File: src/rtl/jump_pkg.sv
// Shared constants and state encoding for the jump game front-end.
// Also consumed by wechat_jump_fsm and jump.
package jump_pkg;
    localparam int MAX_SQUEEZE = 14;
    localparam int SQ_W        = 4;   // squeeze level width
    localparam int VEL_W       = 11;  // launch velocity width

    typedef enum logic [1:0] {
        ST_IDLE     = 2'd0,
        ST_CHARGE   = 2'd1,
        ST_WAIT_REL = 2'd2
    } charge_state_e;
endpackage

File: src/rtl/btn_debounce.sv
// Two-flop synchroniser plus debounce counter for a raw push-button.
//   clk, rst : block clock, synchronous active-high reset
//   i_btn    : raw asynchronous button
//   o_level  : debounced level; flips after DB_TICKS stable synced cycles
module btn_debounce #(
    parameter int DB_TICKS = 500000
) (
    input  logic clk,
    input  logic rst,
    input  logic i_btn,
    output logic o_level
);
    localparam int CW = ($clog2(DB_TICKS) > 0) ? $clog2(DB_TICKS) : 1;

    logic [1:0]    sync_q;
    logic [CW-1:0] cnt_q, cnt_d;
    logic          level_q, level_d;
    logic          btn_s;

    assign btn_s = sync_q[1];

    always_comb begin
        cnt_d   = cnt_q;
        level_d = level_q;
        if (btn_s == level_q) begin
            cnt_d = '0;
        end else if (cnt_q == CW'(DB_TICKS - 1)) begin
            level_d = ~level_q;
            cnt_d   = '0;
        end else begin
            cnt_d = cnt_q + CW'(1);
        end
    end

    always_ff @(posedge clk) begin
        if (rst) begin
            sync_q  <= '0;
            cnt_q   <= '0;
            level_q <= 1'b0;
        end else begin
            sync_q  <= {sync_q[0], i_btn};
            cnt_q   <= cnt_d;
            level_q <= level_d;
        end
    end

    assign o_level = level_q;
endmodule

File: src/rtl/btn_charge.sv
// Button front-end: debounces the button, measures hold time as a squeeze
// level and emits a launch velocity pulse on release.
//   clk, rst     : block clock, synchronous active-high reset
//   i_btn        : raw button;  i_enable : FSM ready to accept a charge
//   o_btn_level  : debounced level
//   o_squeeze    : squeeze level while charging, 0 otherwise
//   o_charging   : high in CHARGE
//   o_release    : one-cycle pulse at end of a charge
//   o_v_init     : velocity latched with o_release
module btn_charge
    import jump_pkg::*;
#(
    parameter int DB_TICKS    = 500000,
    parameter int TICK_DIV    = 1666666,
    parameter int MAX_SQUEEZE = jump_pkg::MAX_SQUEEZE,
    parameter int V_BASE      = 100,
    parameter int V_STEP      = 20
) (
    input  logic             clk,
    input  logic             rst,
    input  logic             i_btn,
    input  logic             i_enable,
    output logic             o_btn_level,
    output logic [SQ_W-1:0]  o_squeeze,
    output logic             o_charging,
    output logic             o_release,
    output logic [VEL_W-1:0] o_v_init
);
    localparam int PW = ($clog2(TICK_DIV) > 0) ? $clog2(TICK_DIV) : 1;

    charge_state_e    state_q, state_d;
    logic [PW-1:0]    presc_q, presc_d;
    logic [SQ_W-1:0]  sq_q, sq_d;
    logic             rel_q, rel_d;
    logic             chg_q;
    logic [VEL_W-1:0] v_q, v_d;
    logic             lvl;

    btn_debounce #(.DB_TICKS(DB_TICKS)) u_db (
        .clk     (clk),
        .rst     (rst),
        .i_btn   (i_btn),
        .o_level (lvl)
    );

    // Squeeze is held at 0 outside CHARGE so it can drive o_squeeze directly.
    always_comb begin
        state_d = state_q;
        presc_d = presc_q;
        sq_d    = sq_q;
        rel_d   = 1'b0;
        v_d     = v_q;
        case (state_q)
            ST_IDLE: begin
                presc_d = '0;
                sq_d    = '0;
                if (lvl) state_d = i_enable ? ST_CHARGE : ST_WAIT_REL;
            end
            ST_CHARGE: begin
                // Enable drop outranks release; release outranks increment.
                if (!i_enable) begin
                    state_d = ST_WAIT_REL;
                    presc_d = '0;
                    sq_d    = '0;
                end else if (!lvl) begin
                    state_d = ST_IDLE;
                    rel_d   = 1'b1;
                    v_d     = VEL_W'(V_BASE) + VEL_W'(sq_q) * VEL_W'(V_STEP);
                    presc_d = '0;
                    sq_d    = '0;
                end else if (presc_q == PW'(TICK_DIV - 1)) begin
                    presc_d = '0;
                    if (sq_q != SQ_W'(MAX_SQUEEZE)) sq_d = sq_q + SQ_W'(1);
                end else begin
                    presc_d = presc_q + PW'(1);
                end
            end
            ST_WAIT_REL: begin
                if (!lvl) state_d = ST_IDLE;
            end
            default: state_d = ST_IDLE;
        endcase
    end

    always_ff @(posedge clk) begin
        if (rst) begin
            state_q <= ST_IDLE;
            presc_q <= '0;
            sq_q    <= '0;
            rel_q   <= 1'b0;
            chg_q   <= 1'b0;
            v_q     <= '0;
        end else begin
            state_q <= state_d;
            presc_q <= presc_d;
            sq_q    <= sq_d;
            rel_q   <= rel_d;
            chg_q   <= (state_d == ST_CHARGE);
            v_q     <= v_d;
        end
    end

    assign o_btn_level = lvl;
    assign o_squeeze   = sq_q;
    assign o_charging  = chg_q;
    assign o_release   = rel_q;
    assign o_v_init    = v_q;
endmodule

File: config.mk
export PLATFORM = sky130hd
export DESIGN_NAME = btn_charge
export DESIGN_NICKNAME = d
export VERILOG_FILES = /design/src/rtl/jump_pkg.sv /design/src/rtl/btn_debounce.sv /design/src/rtl/btn_charge.sv
export SDC_FILE = /design/constraint.sdc
export NUM_CORES = 1
export LEC_CHECK = 0
export BUFFER_PORTS_ARGS = -buffer_cell sky130_fd_sc_hd__buf_4
export CORE_MARGIN = 4
export CORE_UTILIZATION = 55
export CTS_BUF_LIST = sky130_fd_sc_hd__clkbuf_4 sky130_fd_sc_hd__clkbuf_8
export DETAILED_ROUTE_END_ITERATION = 8
export PLACE_DENSITY = 0.74
export SETUP_SLACK_MARGIN = 0.1
export SLEW_MARGIN = 5
export SYNTH_ARGS = -nofsm -noshare
export SYNTH_HDL_FRONTEND = slang
export SYNTH_SLANG_ARGS = --single-unit
File: constraint.sdc
create_clock -name clk -period 3 [get_ports clk]
set_clock_uncertainty 0.1 [all_clocks]
set_input_delay 0.15 -clock clk [delete_from_list [all_inputs] [get_ports clk]]
set_output_delay 0.15 -clock clk [all_outputs]
set_load 0.01 [all_outputs]
==> flow_summary.toml, run 1 <==
[outcome]
status = "complete, no violations"

[worst_setup_path]
worstPathCellList = "ha_1 -> ha_1 -> inv_1 -> fa_1 -> nor2b_1 -> a21oi_1 -> nand3_1 -> a21oi_1"
crit_fanout = 8
slowest_stage = "dfxtp_1"
max_stage_delay_ps = 490
rr_worst_depth = 8
cp.arrival_ps = 2510
crit_type = "flop to flop"
startpoint_type = "flop"
required_ps = 3170
cp-end-kind = "flop"

[sta]
max_freq_ghz = 0.4266
hold_viol_final = 0
maxSlewViolCount = 0
period_needed_ps = 2344
hold_ws_ps = 92.21
tightest_slew_ps = 833.9
tns_ps = 0
fin_crit_sh = 0.7814
slew-limit-headroom = 0.4426
rsz0062_at_grt = "false"
setup_violations = 0

[route]
first_pass_iters = 4
drc = 0
ant_nets = 0
vias = 2388
initialDrtViolationCount = 159
drt-total-wl_microns = 5811
wl_per_cell_microns = 13.55
via_per_inst = 5.566

[pwr]
irDropWorstVdd_mv = 0.3403
power_density_mw_per_mm2 = 466.7
p_leak_nw = 1.156

[clocking]
path_clk_slew_ps = 70
cts_tree = "done"
cts_made_buffers = 9
cts_root_buf = "clkbuf_8"
clock-sinks = 59
clk_latency_ps = 340
htree_levels = 3
clockBufferDepth = 2

[floorplan]
initial_core_util = 0.5682
fp.dieH_microns = 80.87
io_pins = 22
die_w_microns = 80.87
dieArea_sq_mm = 0.006539
num_rows = 26
design.core.area_sq_mm = 0.005140

[yosys]
yosys_warnings = 0
yosysSeqAreaShare = 0.4045
ys.flop_type = "dfxtp_1"
syn_area_per_cell_sq_um = 8.691
ys_types = 51
syn-cell-area_sq_mm = 0.002920
synth-edff-count = 0
synth-async-reset-ratio = 0
ys_seq_elements = 59
syn_inst = 336

[grt]
grt_pass1_wl_microns = 9860
grt_max_degree = 33
antenna_found_initial = 0
grtUsageTotal = 0.1933
grt_pass1_vias = 2175
overflow = 0

[place]
gp_congestion = 0.8412
dpl.hpwl_microns = 4054
io_buffers = 18

[final_layout]
diodes = 0
drive_gt1_frac = 0.1309
fin_nets = 368
syn_to_final_growth_pct = 12.85

[min_path]
holdPathStages = 2
min_path_type = "input port to flop"

[job]
max-cap-violations = 0
-- state kept, by name (all words and copies together) (netlist names) --
signal        flops
presc_q          21
o_charging        1
o_release         1
o_v_init          8
u_db.cnt_q       19
u_db.o_level      1
state_q           2
o_squeeze         4
u_db.sync_q       2
-- kinds of logic (layout without fill, tap and decap cells) --
family          after synthesis  after routing  synth area share
mux                           3              3           0.01028
simple gates                156            156            0.2922
flops                        59             59            0.4045
compound gates               53             53            0.1191
fa+ha+maj                    10             10           0.04542
other cells                   1              3          0.001284
buf+inv                      26             47           0.04327
xor+xnor                     28             28           0.08397
-- stage by stage --
stage	power (mW)	instance area (sq um)	setup slack (ps)	utilization	cells
6_report	1.538	3296	655.7	0.6412	429
3_3_place_gp	0.8200	3073	743.5	0.5979	411
2_1_floorplan	0.8174	2928	807.0	-	338
4_1_cts	1.550	3296	654.2	0.6412	429
3_5_place_dp	0.8208	3073	683.4	0.5979	411
5_1_grt	1.588	3296	482.2	0.6412	429
-- final cells by class --
class	instances	area [sq um]
Inverter	9	33.78
Clock buffer	10	137.6
Multi-Input combinational cell	253	1620
Tap cell	70	87.58
Clock inverter	6	65.06
Sequential cell	59	1181
Timing Repair Buffer	22	170.2
Fill cell	469	1844
-- path summary, 6_finish.rpt --
kind	from	to	slack, ps
max	o_squeeze[1]	o_v_init[9]	660
min	rst	u_db.o_level	90
max reg2reg	o_squeeze[1]	o_v_init[9]	660
min reg2reg	u_db.sync_q[0]	u_db.sync_q[1]	360
-- layer usage --
metal	track usage	part of all wire	wire, microns	vias up
li1	-	-	-	1231
met3	0.05322	0.033	189	10
met2	0.2980	0.46	2649	37
met5	0	0	0	-
met1	0.2566	0.49	2856	1110
met4	0.07601	0.020	114	0
-- synthesized netlist by cell type (all sizes together), types with 4 or more instances --
cell type  number  area [sq um]
nor3           13         65.06
a31oi          11         68.82
and3            6         37.54
xor2           17         148.9
nand4           9         56.30
dfxtp          59          1181
buf             9         62.56
clkbuf          8         30.03
nand3          25         125.1
a211oi          5         37.54
inv             9         33.78
a21oi          19         102.6
and4            6         52.55
nor2           37         138.9
ha              9         112.6
or2b            4         30.03
nor2b           7         43.79
a22o            4         35.03
xnor2          11         96.34
nand2          27         101.4
-- layout by cell type, fill, tap and decap left out, drive strengths merged, types with 3 or more instances in the layout --
master / count
ha: 9
mux2i: 3
or4b: 3
nand4b: 3
nand2b: 3
dfxtp: 59
a22o: 4
nor2: 37
xor2: 17
a21oi: 19
or2b: 4
and4: 6
or2: 3
nor2b: 7
clkbuf: 10
nand2: 27
nor4: 3
nand3: 25
o21ai: 3
inv: 9
buf: 20
xnor2: 11
nand4: 9
and3: 6
a31oi: 11
a211oi: 5
clkinvlp: 4
nor3: 13
conb: 3
-- critical path: cells and delay by family, from the launching register on --
kind / cells / cell delay, ps
fa+ha+maj: 3 / 960
flops: 1 / 490
compound gates: 2 / 380
simple gates: 2 / 260
buf+inv: 1 / 70
-- where the power goes --
group          internal, mW  total, mW  switching [mW]
Sequential            0.785      0.785        0.000899
Combinational       0.00656     0.0196          0.0130
Clock                 0.404      0.733           0.329
-- repair_timing --
| action | CTS | global route |
|---|---|---|
| buffers inserted | 0 | 0 |
| hold buffers | 2 | 0 |
| resized for setup | 0 | 0 |
| endpoints found under the hold margin | 3 | 0 |
Note: power is estimated with default switching activity, not from simulation.
==> run 2, diff against run 1 <==
Settings changed: PLACE_DENSITY 0.74 to 0.77.
Clock period 3 ns to 2 ns, I/O delays scaled along.
==> run 2 against run 1 <==
Largest cell class unchanged. Global-route usage increased by 2.5 points. Total power increased by 56%. The flow now finishes with violations (setup timing). Cell count increased by 7.9%. Combinational power increased by 60%. First-iteration DRC count decreased by 14%. Critical endpoint is now o_v_init[7]. Core utilization increased by 8.7 points.
==> flow_summary.toml, run 2 (synthesis gave the netlist of run 1 again) <==
[floorplan]
dieArea_sq_mm = 0.006539
fp.dieH_microns = 80.87
io_pins = 22
initial_core_util = 0.5682
die_w_microns = 80.87
num_rows = 26
design.core.area_sq_mm = 0.005140

[final_layout]
largest_register_ffs = 21
regMostFlops = "presc_q"
syn_to_final_growth_pct = 28.23
fin_nets = 402
utilization = 0.7286
final_cell_mix = "50 x buf_4, 50 x dfxtp_1, 35 x nor2_1, 27 x nand2_1, 23 x nand3_1"
final_cell_count_no_fill = 463
drive_gt1_frac = 0.2875
diodes = 0

[clocking]
cts_made_buffers = 9
cts_tree = "done"
clockBufferDepth = 2
clock-sinks = 59
htree_levels = 3
cts_root_buf = "clkbuf_8"
clk_latency_ps = 340
path_clk_slew_ps = 70

[worst_setup_path]
worstPathCellList = "ha_4 -> ha_4 -> inv_2 -> fa_2 -> nor2b_4 -> and3_1 -> nor3_1 -> a21oi_1 -> nor2_1"
required_ps = 2110
startpoint_type = "flop"
cp-end-kind = "flop"
critPathBufInv = 1
path_common_cell = "ha_4"
crit_type = "flop to flop"
max_stage_delay_ps = 520
slowest_stage = "fa_2"
crit_fanout = 2
cp.arrival_ps = 2160
cpLargestDelayFamily = "adder cells"

[sta]
fin_ws_ps = -43.96
hold_ws_ps = 112.3
slew-limit-headroom = 0.6579
rsz0062_at_grt = "true"
period_needed_ps = 2044
tns_ps = -43.96
hold_viol_final = 0
maxSlewViolCount = 0
setup_violations = 1
fin_crit_sh = 1.022
tightest_slew_ps = 512.1
max_freq_ghz = 0.4892

[place]
gp_congestion = 0.8716
io_buffers = 18
place_inst = 439
dpl.hpwl_microns = 4540

[route]
initialDrtViolationCount = 137
drt-total-wl_microns = 6617
drc = 0
first_pass_iters = 4
ant_nets = 0
via_per_inst = 5.575
vias = 2581
wl_per_cell_microns = 14.29

[grt]
grt_pass1_vias = 2513
overflow = 0
grtUsageMet1 = 0.2650
grtUsageTotal = 0.2182
busiest_layer = "met2"
antenna_found_initial = 0
grt_pass1_wl_microns = 11220
grt_use_met3 = 0.04545
grt_max_degree = 32
use_met2 = 0.3678

[job]
max-cap-violations = 0

[pwr]
power_density_mw_per_mm2 = 638.9
total_power_mw = 2.393
irDropWorstVdd_mv = 0.5195
p_leak_nw = 1.387

[outcome]
status = "complete, but fails checks"
violations = "setup timing"

[min_path]
min_path_type = "input port to flop"
-- run 2: worst paths after layout --
| path | startpoint | endpoint | slack (ps) | depth (start not counted) |
|---|---|---|---|---|
| max | o_squeeze[3] | o_v_init[7] | -40 | 9 |
| min | rst | o_squeeze[0] | 110 | 4 |
| max reg2reg | o_squeeze[3] | o_v_init[7] | -40 | 9 |
| min reg2reg | u_db.sync_q[0] | u_db.sync_q[1] | 350 | 1 |
-- run 2: area by class of cell --
type / count / area, sq um
multi-input combinational: 253 / 1760
timing repair buffer: 56 / 449.2
tap: 70 / 87.58
clock inverter: 7 / 92.59
clock buffer: 9 / 123.9
inverter: 9 / 33.78
fill: 411 / 1395
sequential: 59 / 1197
-- run 2: metrics by stage --
stage / setup slack, ps / instance area (sq um)
detailed placement: -25.09 / 3322
global placement: 0.3902 / 3322
floorplan: -37.56 / 2967
finish: -43.96 / 3745
global route: -88.94 / 3745
CTS: 1.433 / 3651
-- run 2: metal layers --
metal | part of all wire | up-vias
met5 | 0 | -
met4 | 0.014 | 0
met3 | 0.043 | 10
met2 | 0.50 | 50
met1 | 0.45 | 1224
li1 | - | 1297
-- run 2: power breakdown --
group	total (mW)	switching [mW]	internal [mW]
clock	1.19	0.488	0.698
combinational	0.0314	0.0200	0.0115
sequential	1.18	0.00133	1.17
total	2.39	0.509	1.88
-- run 2: tightest hold or removal path, stage by stage --
cell and delay (ps):
buf_4 90, or2_4 130, buf_4 130, o31ai_4 60
-- run 2: what timing repair did --
| item | CTS | global route |
|---|---|---|
| endpoints found under the setup margin | 16 | 39 |
| hold buffers | 2 | 0 |
| endpoints found under the hold margin | 3 | 0 |
| setup buffers | 4 | 2 |
| gates resized for setup | 11 | 26 |
| pin swaps | 7 | 8 |
| cloned | 0 | 0 |
==> run 3, diff against run 2 <==
Settings changed: MAX_ROUTING_LAYER set to met4.
==> run 3 against run 2 <==
The run still ends with setup timing left. Clock power hardly changed. Via count is 0.77% higher. Largest power group is now registers. Highest routed layer unchanged. Critical path depth stayed put. Count of clock-buffer cells in the layout stayed put. First-iteration DRC count is 28% higher.
==> flow_summary.toml, run 3 (synthesis gave the netlist of run 1 again) <==
[min_path]
holdPathStages = 4
min_path_type = "input port to flop"
holdPathEnd = "o_squeeze[1]"
min_from = "rst"

[clocking]
clock-sinks = 59
htree_levels = 3
clockBufferDepth = 2
clk_latency_ps = 340
cts_tree = "done"
path_clk_slew_ps = 70
cts_made_buffers = 9
cts_root_buf = "clkbuf_8"

[final_layout]
fin_nets = 404
final_cell_mix = "49 x buf_4, 49 x dfxtp_1, 35 x nor2_1, 26 x nand2_1, 24 x nand3_1"
syn_to_final_growth_pct = 28.88
regMostFlops = "presc_q"
final_cell_count_no_fill = 465
diodes = 0
utilization = 0.7322
largest_register_ffs = 21
drive_gt1_frac = 0.2861

[worst_setup_path]
rr_worst_depth = 9
required_ps = 2110
rr_startpoint = "o_squeeze[3]"
crit_type = "flop to flop"
rr_endpoint = "o_v_init[7]"
startpoint_type = "flop"
crit_fanout = 2
cp.arrival_ps = 2160
cp-end-kind = "flop"
rrSetupSlack_ps = -50

[sta]
hold_viol_final = 0
fin_crit_sh = 1.024
tns_ps = -48.56
rsz0062_at_grt = "true"
max_freq_ghz = 0.4882
maxSlewViolCount = 0
setup_violations = 2
fin_ws_ps = -48.17
period_needed_ps = 2048

[route]
vias = 2601
drc = 0
first_pass_iters = 5
wl_per_cell_microns = 14.14
ant_nets = 0
initialDrtViolationCount = 176
via_per_inst = 5.594
drt-total-wl_microns = 6577

[place]
place_inst = 439
dpl.hpwl_microns = 4540
io_buffers = 18
gp_congestion = 0.8858

[grt]
antenna_found_initial = 0
grtUsageTotal = 0.2255
grt_pass1_vias = 2512
grt_pass1_wl_microns = 11250
grt_max_degree = 32
overflow = 0

[pwr]
irDropWorstVdd_mv = 0.5237
power_density_mw_per_mm2 = 635.4
total_power_mw = 2.391
p_leak_nw = 1.412

[floorplan]
dieArea_sq_mm = 0.006539
die_w_microns = 80.87
fp.dieH_microns = 80.87
io_pins = 22
design.core.area_sq_mm = 0.005140
num_rows = 26
initial_core_util = 0.5682

[outcome]
violations = "setup timing"
status = "complete, but fails checks"

[job]
max-cap-violations = 0
==> run 3: cell types whose count changed in the layout (fill, tap and decap cells not counted), moves of 2 or more <==
cell and delta:
buf_6 +3, a21oi_1 +4, a21oi_2 -5, o31ai_2 +2
==> run 3: worst max-delay path, stage by stage, from the launching register on <==
cell     delay, ps
dfxtp_4        350
ha_4           270
ha_4           120
inv_2           30
fa_2           520
nor2b_4        150
and3_1         160
nor3_1          50
a21oi_1        130
nor2_1          50
==> run 3: per-layer routing <==
layer | up-vias | wire length [microns] | global-route usage
li1 | 1302 | - | -
met1 | 1234 | 2939 | 0.2677
met2 | 58 | 3271 | 0.3662
met3 | 7 | 291 | 0.05432
met4 | 0 | 74 | 0.09291
met5 | - | 0 | -
==> run 3: timing repair <==
action | 4_1_cts | 5_1_grt
endpoints found under the setup margin | 16 | 39
cloned | 0 | 0
hold endpoints to repair | 3 | 0
resized for setup | 11 | 30
pin swaps | 7 | 11
hold buffers | 2 | 0
buffers inserted | 4 | 4
==> run 3: area by class of cell <==
| class | instances | area, sq um |
|---|---|---|
| Fill cell | 397 | 1376 |
| Clock inverter | 7 | 92.59 |
| Clock buffer | 9 | 123.9 |
| Timing Repair Buffer | 58 | 478.0 |
| Inverter | 9 | 33.78 |
| Tap cell | 70 | 87.58 |
| Sequential cell | 59 | 1199 |
| Multi-Input combinational cell | 253 | 1749 |
==> run 3: worst max path at each step <==
stage	startpoint	endpoint	slack, ps	cells after the start
6_report	o_squeeze[3]	o_v_init[7]	-50	9
5_1_grt	o_squeeze[3]	o_v_init[7]	-90	9
4_1_cts	o_squeeze[3]	o_v_init[7]	1	9
3_5_place_dp	o_squeeze[1]	o_v_init[7]	-30	9
3_3_place_gp	o_squeeze[1]	o_v_init[7]	0.4	9
2_1_floorplan	o_squeeze[1]	o_v_init[7]	-40	9
==> run 3: through the flow <==
step | hold slack [ps] | cell area (sq um) | setup slack, ps
floorplan | 128.2 | 2967 | -37.56
global placement | 212.3 | 3322 | 0.3902
detailed placement | 236.1 | 3322 | -25.09
CTS | 129.6 | 3651 | 1.433
global route | 111.2 | 3764 | -89.37
finish | 109.7 | 3764 | -48.17
==> run 3: power by group <==
group          leakage, nW  total, mW  switching (mW)  internal, mW
Clock                0.113       1.18           0.485         0.698
Sequential           0.481       1.18         0.00139          1.17
Combinational        0.818     0.0325          0.0201        0.0125
Total                 1.41       2.39           0.507          1.88
